File: src/rtl/axis_pkg.sv
// Shared constants, FSM state type and tkeep helper for the AXIS packet path.
// Latency: n/a (declarations only).
// Backpressure: n/a.
package axis_pkg;

    localparam int DATA_W      = 64;
    localparam int KEEP_W      = 8;
    localparam int LEN_W       = 16;
    localparam int BEAT_W      = 13;   // ceil(MAX_LEN/8) fits with headroom
    localparam int MAX_LEN_DEF = 9000;

    typedef enum logic {
        IDLE = 1'b0,
        SEND = 1'b1
    } state_e;

    // Byte enables for the final beat: rem == 0 means the beat is full.
    function automatic logic [KEEP_W-1:0] keep_from_rem(input logic [2:0] rem);
        logic [KEEP_W-1:0] keep;
        for (int i = 0; i < KEEP_W; i++) begin
            keep[i] = (rem == 3'd0) || (i < int'(rem));
        end
        return keep;
    endfunction

endpackage

File: src/rtl/axis_beat_builder.sv
// Builds one 64-bit payload beat: byte lane i = seed + beat_idx*8 + i, masked by tkeep.
// Latency: purely combinational.
// Backpressure: none; the caller decides when to register the result.
// Ports: seed/beat_idx/is_last/rem in; tdata/tkeep out.
module axis_beat_builder
    import axis_pkg::*;
(
    input  logic [7:0]        seed,
    input  logic [BEAT_W-1:0] beat_idx,
    input  logic              is_last,
    input  logic [2:0]        rem,
    output logic [DATA_W-1:0] tdata,
    output logic [KEEP_W-1:0] tkeep
);

    logic [7:0] base;

    always_comb begin
        // Only beat_idx*8 mod 256 matters because the payload wraps at 8 bits.
        base  = seed + 8'(beat_idx << 3);
        tkeep = is_last ? keep_from_rem(rem) : {KEEP_W{1'b1}};
        tdata = '0;
        for (int i = 0; i < KEEP_W; i++) begin
            if (tkeep[i]) begin
                tdata[i*8 +: 8] = base + 8'(i);
            end
        end
    end

endmodule

File: src/rtl/axis_packet_gen.sv
// Accepts (len, seed) commands and emits one AXI4-Stream packet per legal command.
// Latency: first beat valid the cycle after the command handshake; one idle cycle between packets.
// Backpressure: beats held stable while m_axis_tready is low; cmd_ready low while a packet is in flight.
// Ports: cmd_* command handshake, m_axis_* stream out, pkt_done/cmd_err pulses, pkt_count statistic.
module axis_packet_gen
    import axis_pkg::*;
#(
    parameter int unsigned MAX_LEN = MAX_LEN_DEF
) (
    input  logic              axis_aclk,
    input  logic              axis_aresetn,
    input  logic              cmd_valid,
    output logic              cmd_ready,
    input  logic [LEN_W-1:0]  cmd_len,
    input  logic [7:0]        cmd_seed,
    output logic              m_axis_tvalid,
    input  logic              m_axis_tready,
    output logic [DATA_W-1:0] m_axis_tdata,
    output logic [KEEP_W-1:0] m_axis_tkeep,
    output logic              m_axis_tlast,
    output logic              pkt_done,
    output logic              cmd_err,
    output logic [31:0]       pkt_count
);

    state_e            state_q, state_d;
    logic [7:0]        seed_q, seed_d;
    logic [BEAT_W-1:0] beats_q, beats_d;
    logic [BEAT_W-1:0] beat_idx_q, beat_idx_d;
    logic [2:0]        rem_q, rem_d;
    logic              tvalid_q, tvalid_d;
    logic              tlast_q, tlast_d;
    logic [DATA_W-1:0] tdata_q, tdata_d;
    logic [KEEP_W-1:0] tkeep_q, tkeep_d;
    logic              pkt_done_q, pkt_done_d;
    logic              cmd_err_q, cmd_err_d;
    logic [31:0]       pkt_count_q, pkt_count_d;

    logic              len_ok;
    logic              beat_hs;
    logic [BEAT_W-1:0] beats_calc;

    logic [7:0]        bb_seed;
    logic [BEAT_W-1:0] bb_idx;
    logic              bb_last;
    logic [2:0]        bb_rem;
    logic [DATA_W-1:0] bb_tdata;
    logic [KEEP_W-1:0] bb_tkeep;

    assign len_ok     = (cmd_len != '0) && ({16'd0, cmd_len} <= MAX_LEN);
    assign beats_calc = BEAT_W'((cmd_len + LEN_W'(7)) >> 3);
    assign beat_hs    = tvalid_q && m_axis_tready;

    // In IDLE the builder prepares beat 0 straight from the command so it can be
    // registered on the handshake; in SEND it always prepares the following beat.
    always_comb begin
        if (state_q == IDLE) begin
            bb_seed = cmd_seed;
            bb_idx  = '0;
            bb_last = (beats_calc == BEAT_W'(1));
            bb_rem  = cmd_len[2:0];
        end else begin
            bb_seed = seed_q;
            bb_idx  = beat_idx_q + BEAT_W'(1);
            bb_last = ((beat_idx_q + BEAT_W'(1)) == (beats_q - BEAT_W'(1)));
            bb_rem  = rem_q;
        end
    end

    axis_beat_builder u_beat_builder (
        .seed     (bb_seed),
        .beat_idx (bb_idx),
        .is_last  (bb_last),
        .rem      (bb_rem),
        .tdata    (bb_tdata),
        .tkeep    (bb_tkeep)
    );

    // State register
    always_ff @(posedge axis_aclk or negedge axis_aresetn) begin
        if (!axis_aresetn) begin
            state_q <= IDLE;
        end else begin
            state_q <= state_d;
        end
    end

    // Next-state logic
    always_comb begin
        state_d = state_q;
        unique case (state_q)
            IDLE:    if (cmd_valid && len_ok)  state_d = SEND;
            SEND:    if (beat_hs && tlast_q)   state_d = IDLE;
            default: state_d = IDLE;
        endcase
    end

    // Output / datapath logic
    always_comb begin
        cmd_ready   = 1'b0;
        seed_d      = seed_q;
        beats_d     = beats_q;
        beat_idx_d  = beat_idx_q;
        rem_d       = rem_q;
        tvalid_d    = tvalid_q;
        tlast_d     = tlast_q;
        tdata_d     = tdata_q;
        tkeep_d     = tkeep_q;
        pkt_done_d  = 1'b0;
        cmd_err_d   = 1'b0;
        pkt_count_d = pkt_count_q;
        unique case (state_q)
            IDLE: begin
                cmd_ready = 1'b1;
                if (cmd_valid) begin
                    if (len_ok) begin
                        seed_d     = cmd_seed;
                        beats_d    = beats_calc;
                        rem_d      = cmd_len[2:0];
                        beat_idx_d = '0;
                        tvalid_d   = 1'b1;
                        tdata_d    = bb_tdata;
                        tkeep_d    = bb_tkeep;
                        tlast_d    = bb_last;
                    end else begin
                        cmd_err_d  = 1'b1;
                    end
                end
            end
            SEND: begin
                if (beat_hs) begin
                    if (tlast_q) begin
                        tvalid_d    = 1'b0;
                        tlast_d     = 1'b0;
                        tdata_d     = '0;
                        tkeep_d     = '0;
                        pkt_done_d  = 1'b1;
                        pkt_count_d = pkt_count_q + 32'd1;
                    end else begin
                        beat_idx_d  = beat_idx_q + BEAT_W'(1);
                        tdata_d     = bb_tdata;
                        tkeep_d     = bb_tkeep;
                        tlast_d     = bb_last;
                    end
                end
            end
            default: ;
        endcase
    end

    // Async reset drops tvalid immediately, abandoning any packet in flight.
    always_ff @(posedge axis_aclk or negedge axis_aresetn) begin
        if (!axis_aresetn) begin
            seed_q      <= '0;
            beats_q     <= '0;
            beat_idx_q  <= '0;
            rem_q       <= '0;
            tvalid_q    <= 1'b0;
            tlast_q     <= 1'b0;
            tdata_q     <= '0;
            tkeep_q     <= '0;
            pkt_done_q  <= 1'b0;
            cmd_err_q   <= 1'b0;
            pkt_count_q <= '0;
        end else begin
            seed_q      <= seed_d;
            beats_q     <= beats_d;
            beat_idx_q  <= beat_idx_d;
            rem_q       <= rem_d;
            tvalid_q    <= tvalid_d;
            tlast_q     <= tlast_d;
            tdata_q     <= tdata_d;
            tkeep_q     <= tkeep_d;
            pkt_done_q  <= pkt_done_d;
            cmd_err_q   <= cmd_err_d;
            pkt_count_q <= pkt_count_d;
        end
    end

    assign m_axis_tvalid = tvalid_q;
    assign m_axis_tdata  = tdata_q;
    assign m_axis_tkeep  = tkeep_q;
    assign m_axis_tlast  = tlast_q;
    assign pkt_done      = pkt_done_q;
    assign cmd_err       = cmd_err_q;
    assign pkt_count     = pkt_count_q;

endmodule

File: config.mk
export PLATFORM = sky130hd
export DESIGN_NAME = axis_packet_gen
export DESIGN_NICKNAME = d
export VERILOG_FILES = /design/src/rtl/axis_pkg.sv /design/src/rtl/axis_beat_builder.sv /design/src/rtl/axis_packet_gen.sv
export SDC_FILE = /design/constraint.sdc
export NUM_CORES = 1
export LEC_CHECK = 0
export CAP_MARGIN = 10
export CELL_PAD_IN_SITES_DETAIL_PLACEMENT = 2
export CELL_PAD_IN_SITES_GLOBAL_PLACEMENT = 2
export CORE_MARGIN = 3
export CORE_UTILIZATION = 34
export CTS_BUF_LIST = sky130_fd_sc_hd__clkbuf_16
export CTS_CLUSTER_DIAMETER = 30
export DETAILED_ROUTE_END_ITERATION = 10
export PLACE_DENSITY_LB_ADDON = 0.1
export SETUP_SLACK_MARGIN = 0.02
export SLEW_MARGIN = 0
export SYNTH_ARGS = -nofsm -noshare
export SYNTH_HDL_FRONTEND = slang
export SYNTH_HIERARCHICAL = 1
export SYNTH_SLANG_ARGS = --single-unit
File: constraint.sdc
create_clock -name axis_aclk -period 4.2 [get_ports axis_aclk]
set_clock_uncertainty 0.1 [all_clocks]
set_input_delay 0.84 -clock axis_aclk [delete_from_list [all_inputs] [get_ports axis_aclk]]
set_output_delay 0.84 -clock axis_aclk [all_outputs]
set_load 0.02 [all_outputs]
Word level (Yosys, flattened, before mapping) --
Cells that the tools add are included.
Operators by class: add/subtract/negate cells 12, magnitude comparators 8, equality and inequality tests 7, muxes and demuxes 48, bitwise gates (word level) 1, reduce and logical (&&, ||, !) cells 18
Operator list (count):
- $mux 64 | 4
- $pmux 64 s2 | 1
- $mux 8 | 14
- $mux 13 | 4
- $add 32x1->32 const B | 1
- $add 8x3->8 const B | 4
- $pmux 13 s2 | 1
- $mux 1 | 18
- $add 16x3->16 const B | 1
- $add 8x2->8 const B | 2
- $le 16x14->1 const B | 1
- $pmux 8 s2 | 1
- $reduce_bool 16->1 | 1
- $add 13x1->13 const B | 1
- $eq 13x1->1 const B | 1
- $eq 13x13->1 | 1
- $sub 13x1->13 const B | 1
- $lt 3x3->1 const A | 3
- $reduce_and 3->1 | 3
- $add 8x1->8 const B | 1
- $add 8x8->8 | 1
- $reduce_and 4->1 | 2
- $logic_or 1x1->1 | 7
- $lt 1x3->1 const A | 2
- 9 further kinds | 18
Word-level totals: flip-flop bits (word level) 146, input bits 28, output and inout bits 109, logic and storage cells 106

Depth between registers and ports, before layout --
word-level depth 8, depth in mapped cells 15, depth with buffers taken out 13

Cells and area by module --
Netlist, hierarchy kept.
Modules (own cells, without submodules):
- axis_packet_gen | instances 1, cells an instance 540, area an instance 6578.8 µm², sequential area each 3653.5 µm²
- axis_beat_builder | instances 1, cells an instance 203, area an instance 1233.7 µm², sequential area each 0.0 µm²

Least setup slack after synthesis --
OpenSTA, ideal clock, no wires.
kind register -> register, from register state_q, to register tdata_q[55], in the netlist m_axis_tdata[55], library setup time 0.121 ns, arrival time 3.000 ns, data required time 3.979 ns, setup slack 0.979 ns, stages on the path, launching flop included 14, buffers on the path 3, period minus slack after synthesis 3.221 ns, path through dfrtp_1 > clkbuf_1 > buf_1 > mux2_2 > ha_1 > inv_1 > fa_1 > nand2b_1 > clkbuf_1 > nor2_1 > nand4_1 > xor2_1 > nor2_1 > a22o_1
Between the ends: elaborated cells between the ends (all ways) 21, classes of those cells 2 x add/sub; 1 x order compare; 3 x eq/ne; 11 x mux; 1 x bitwise; 3 x reduce/logical
RTL lines:
- from (decl) | line axis_packet_gen.sv:26 | state_e state_q, state_d;
- from (signal assigned) | line axis_packet_gen.sv:84 | state_q <= state_d;
- $mux 8 * | line axis_packet_gen.sv:57 | if (state_q == IDLE) begin
- net bb_seed[3] | line axis_packet_gen.sv:43 | logic [7:0] bb_seed;
- $add 8x8->8 * | line axis_beat_builder.sv:20 | base = seed + 8'(beat_idx << 3);
- $add 8x3->8 * | line axis_beat_builder.sv:25 | tdata[i*8 +: 8] = base + 8'(i);
- $mux 8 * | line axis_beat_builder.sv:24 | if (tkeep[i]) begin
- net bb_tdata[55] | line axis_packet_gen.sv:47 | logic [DATA_W-1:0] bb_tdata;
- $mux 64, on equally long branches | line axis_packet_gen.sv:132, axis_packet_gen.sv:116
- $mux 64, on equally long branches | line axis_packet_gen.sv:131, axis_packet_gen.sv:115
- $pmux 64 s2 * | line axis_packet_gen.sv:112 | unique case (state_q)
- to (signal assigned) | line axis_packet_gen.sv:172 | tdata_q <= tdata_d;
- to (decl) | line axis_packet_gen.sv:33 | logic [DATA_W-1:0] tdata_q, tdata_d;
The timed path passes the listed nets; every way through them passes the cells marked *. The select of a mux whose other input is x is not followed. A chain may end at the register's enable or synchronous reset.

Final worst setup path --
from register beats_q[0], to register tdata_q[55], in the netlist m_axis_tdata[55]
Between the ends: longest elaborated chain between the ends 8, elaborated cells between the ends (all ways) 10, classes of those cells 1 x add/sub; 1 x eq/ne; 8 x mux
RTL lines:
- from (decl) | line axis_packet_gen.sv:28 | logic [BEAT_W-1:0] beats_q, beats_d;
- from (signal assigned) | line axis_packet_gen.sv:167 | beats_q <= beats_d;
- $sub 13x1->13 * | line axis_packet_gen.sv:65 | bb_last = ((beat_idx_q + BEAT_W'(1)) == (beats_q - BEAT_W'(1)));
- $eq 13x13->1 * | line axis_packet_gen.sv:65
- $mux 1 * | line axis_packet_gen.sv:57
- net bb_last | line axis_packet_gen.sv:45 | logic bb_last;
- $mux 8 * | line axis_beat_builder.sv:21 | tkeep = is_last ? keep_from_rem(rem) : {KEEP_W{1'b1}};
- $mux 8 * | line axis_beat_builder.sv:24
- net bb_tdata[55] | line axis_packet_gen.sv:47
- $mux 64, on equally long branches | line axis_packet_gen.sv:132, axis_packet_gen.sv:116
- $mux 64, on equally long branches | line axis_packet_gen.sv:131, axis_packet_gen.sv:115
- $pmux 64 s2 * | line axis_packet_gen.sv:112
Marked as above.

==> out/qor.yml <==
clock_tree:
  clk_latency_ns: 0.43
  cts_setup_buffers: 0
  hold_buffers: 0
  numCtsBuffers: 17
  cts_tree: "yes"
  cts_buffer_depth: 2
  clock-root-buffer: "clkbuf_16"
  clk_pin_slew_ns: 0.07
  h-tree-depth: 4
  cts.sinks: 146
synth:
  synth_edf_count: 0
  syn_area_per_cell_um2: 10.5
  synth.most_common_cell: "dfrtp_1"
  yosysWarnings: 6
  synth.net_count: 788
  yosysUniqueCellTypes: 52
  netlist.area_leader.share: 0.468
  synth_top_area_cell: "dfrtp_1"
  synth-seq-area-share: 0.468
  synth_common_cells: "dfrtp_1 (146), nor2_1 (97), a22o_1 (72)"
  syn_inst: 743
  netlist_area_um2: 7810
  async_reset_ff_frac: 1.00
  synth-seq-cells: 146
  synthFlopType: "dfrtp_1"
  ys_top_cells_by_area: "dfrtp_1 (47%), a22o_1 (8.1%), xnor2_1 (6.3%), xor2_1 (6.2%), nor2_1 (4.7%)"
grt:
  antenna_found_initial: 1
  grt_pass1_wl_um: 39900
  gr-total-overflow: 0
  grt_pass1_vias: 6916
  grt_max_degree: 85
  track_usage: 0.205
critical_path:
  path_buf_inv: 2
  path_max_fanout: 9
  cp_top_family: "compound AO/OA/AOI/OAI gates"
  cp-end-kind: "register"
  rrSetupSlack_ns: 0.51
  critPathLaunchType: "register"
  cpPeakStageDelay_ns: 0.44
  cp.required_ns: 4.42
  crit_path_top_delay_cell: "dfrtp_1"
  crit_chain: "inv_1 -> ha_1 -> nor3b_1 -> xor2_1 -> xnor2_1 -> a2111oi_0 -> nand4_1 -> o31ai_2 -> and2_1 -> inv_2 -> a31oi_2 -> nor2_1 -> a22o_1"
  critPathKind: "reg2reg"
  critPathArrivalTime_ns: 3.91
placed_design:
  numPlacedInstances: 1132
  io_buffer_count: 136
  post-place-ws_ns: 0.0916
  gp_congestion: 0.860
  dp_hpwl_um: 17800
run:
  maxCapViolCount: 0
final_layout:
  layoutNonFillerInstCount: 1164
  fillCellCount: 2332
  nNetsFinal: 916
  seqCellArea_um2: 3650
  n_antenna_cell: 0
  drive_above_1_share: 0.111
  synthToLayoutAreaGrowth_pct: 28.7
  multi_input_area_um2: 3840
timing:
  max_freq_ghz: 0.271
  period_minus_slack_ns: 3.69
  drv_slew: 0
  finalSetupTns_ns: 0
  setup_violations: 0
  fin_crit_sh: 0.878
  rsz0062_at_grt: "no"
  relSlewSlack: 0.441
  worst_slack_ns: 0.511
  tightest_slew_ns: 0.839
  final_hold_viol_count: 0
routing:
  wl_um: 24900
  antenna_left: 0
  wl_per_cell_um: 21.4
  drc_errors: 0
  vias: 6186
  vias_per_cell: 5.31
  dr.first_iter.drc_count: 187
  dr.pass1.iters: 4
pwr:
  peakVddDrop_v: 0.000292
  p_per_area_nw_per_um2: 702
  power_leakage_nw: 4.30
  p_total_mw: 7.06
floorplan:
  rows: 54
  coreArea_um2: 22200
  start_util: 0.351
  die-area_um2: 24800
  fp.dieW_um: 158
  ios: 137
  die-height_um: 158
run_status:
  status: "completed"
worst_hold_path:
  min_path_type: "in2async"
power by group:
group | switching, mW | internal [mW]
clock | 0.665 | 0.882
combinational | 1.80 | 1.50
sequential | 0.370 | 1.84
flip-flops by register name, indices dropped and copies added (netlist names), 3 cells and up:
signal,cells
beat_idx_q,13
rem_q,3
pkt_count,32
seed_q,8
beats_q,13
m_axis_tdata,64
m_axis_tkeep,8
worst register-to-register path: stages, from the launching register on:
cell	delay (ns)
dfrtp_1	0.44
inv_1	0.12
ha_1	0.22
nor3b_1	0.26
xor2_1	0.22
xnor2_1	0.09
a2111oi_0	0.41
nand4_1	0.27
o31ai_2	0.44
and2_1	0.23
inv_2	0.07
a31oi_2	0.40
nor2_1	0.12
a22o_1	0.21
worst paths after layout:
| path | cells after the start | startpoint | endpoint |
|---|---|---|---|
| max | 13 | beats_q[0]$_DFFE_PN0P_ | m_axis_tdata[55]$_DFFE_PN0P_ |
| min | 1 | axis_aresetn | pkt_count[11]$_DFFE_PN0P_ |
| max reg2reg | 13 | beats_q[0]$_DFFE_PN0P_ | m_axis_tdata[55]$_DFFE_PN0P_ |
| min reg2reg | 1 | pkt_count[31]$_DFFE_PN0P_ | pkt_count[31]$_DFFE_PN0P_ |
| max in group asynchronous | 2 | axis_aresetn | seed_q[4]$_DFFE_PN0P_ |
| min in group axis_aclk | 1 | pkt_count[31]$_DFFE_PN0P_ | pkt_count[31]$_DFFE_PN0P_ |
metal layers:
layer | global-route usage | up-vias | wire, um
li1 | - | 2843 | -
met4 | 0.0393 | 2 | 196
met3 | 0.0385 | 16 | 937
met1 | 0.282 | 3187 | 11800
met2 | 0.341 | 138 | 11900
met5 | 0 | - | 9
layout make-up:
| type | instances | area share |
|---|---|---|
| inverter | 19 | 0.00709 |
| multi-input combinational | 532 | 0.382 |
| sequential | 146 | 0.363 |
| clock buffer | 17 | 0.0423 |
| timing repair buffer | 155 | 0.155 |
| tap | 280 | 0.0348 |
| clock inverter | 15 | 0.0156 |
cells by family after synthesis:
| family | synth area share |
|---|---|
| AO/OA/AOI/OAI | 0.115 |
| XOR/XNOR | 0.127 |
| adder cells (fa/ha/maj) | 0.0282 |
| buffers and inverters | 0.0424 |
| flip-flops | 0.468 |
| multiplexers | 0.0581 |
| other | 0.000480 |
| AND/OR/NAND/NOR | 0.161 |
stage by stage:
step / hold WS [ns] / instance area [um^2] / utilization
floorplan: 0.375 / 7810 / -
global route: 0.383 / 10100 / 0.452
CTS: 0.376 / 10100 / 0.452
finish: 0.358 / 10100 / 0.452
global placement: 0.358 / 9470 / 0.426
detailed placement: 0.364 / 9470 / 0.426
placed cells by master (no fill, tap or decap), types with 9 or more instances in the layout:
master | synthesis | final
a21oi_1 | 21 | 21
a22o_1 | 72 | 72
and2_1 | 9 | 9
and3_1 | 12 | 12
buf_4 | 2 | 15
clkbuf_16 | 0 | 17
clkdlybuf4s50_1 | 0 | 135
dfrtp_1 | 146 | 146
ha_1 | 16 | 16
inv_1 | 18 | 19
mux2_2 | 23 | 23
mux2_4 | 13 | 13
nand2_1 | 33 | 33
nand3_1 | 24 | 24
nand4_1 | 17 | 17
nor2_1 | 97 | 97
nor3_1 | 13 | 12
xnor2_1 | 56 | 56
xor2_1 | 55 | 55
repair_timing:
action	in CTS	in global routing
endpoints found under the hold margin	0	0
endpoints found under the setup margin	0	1
resized for setup	0	1
Power figures use the tool's default switching activity.
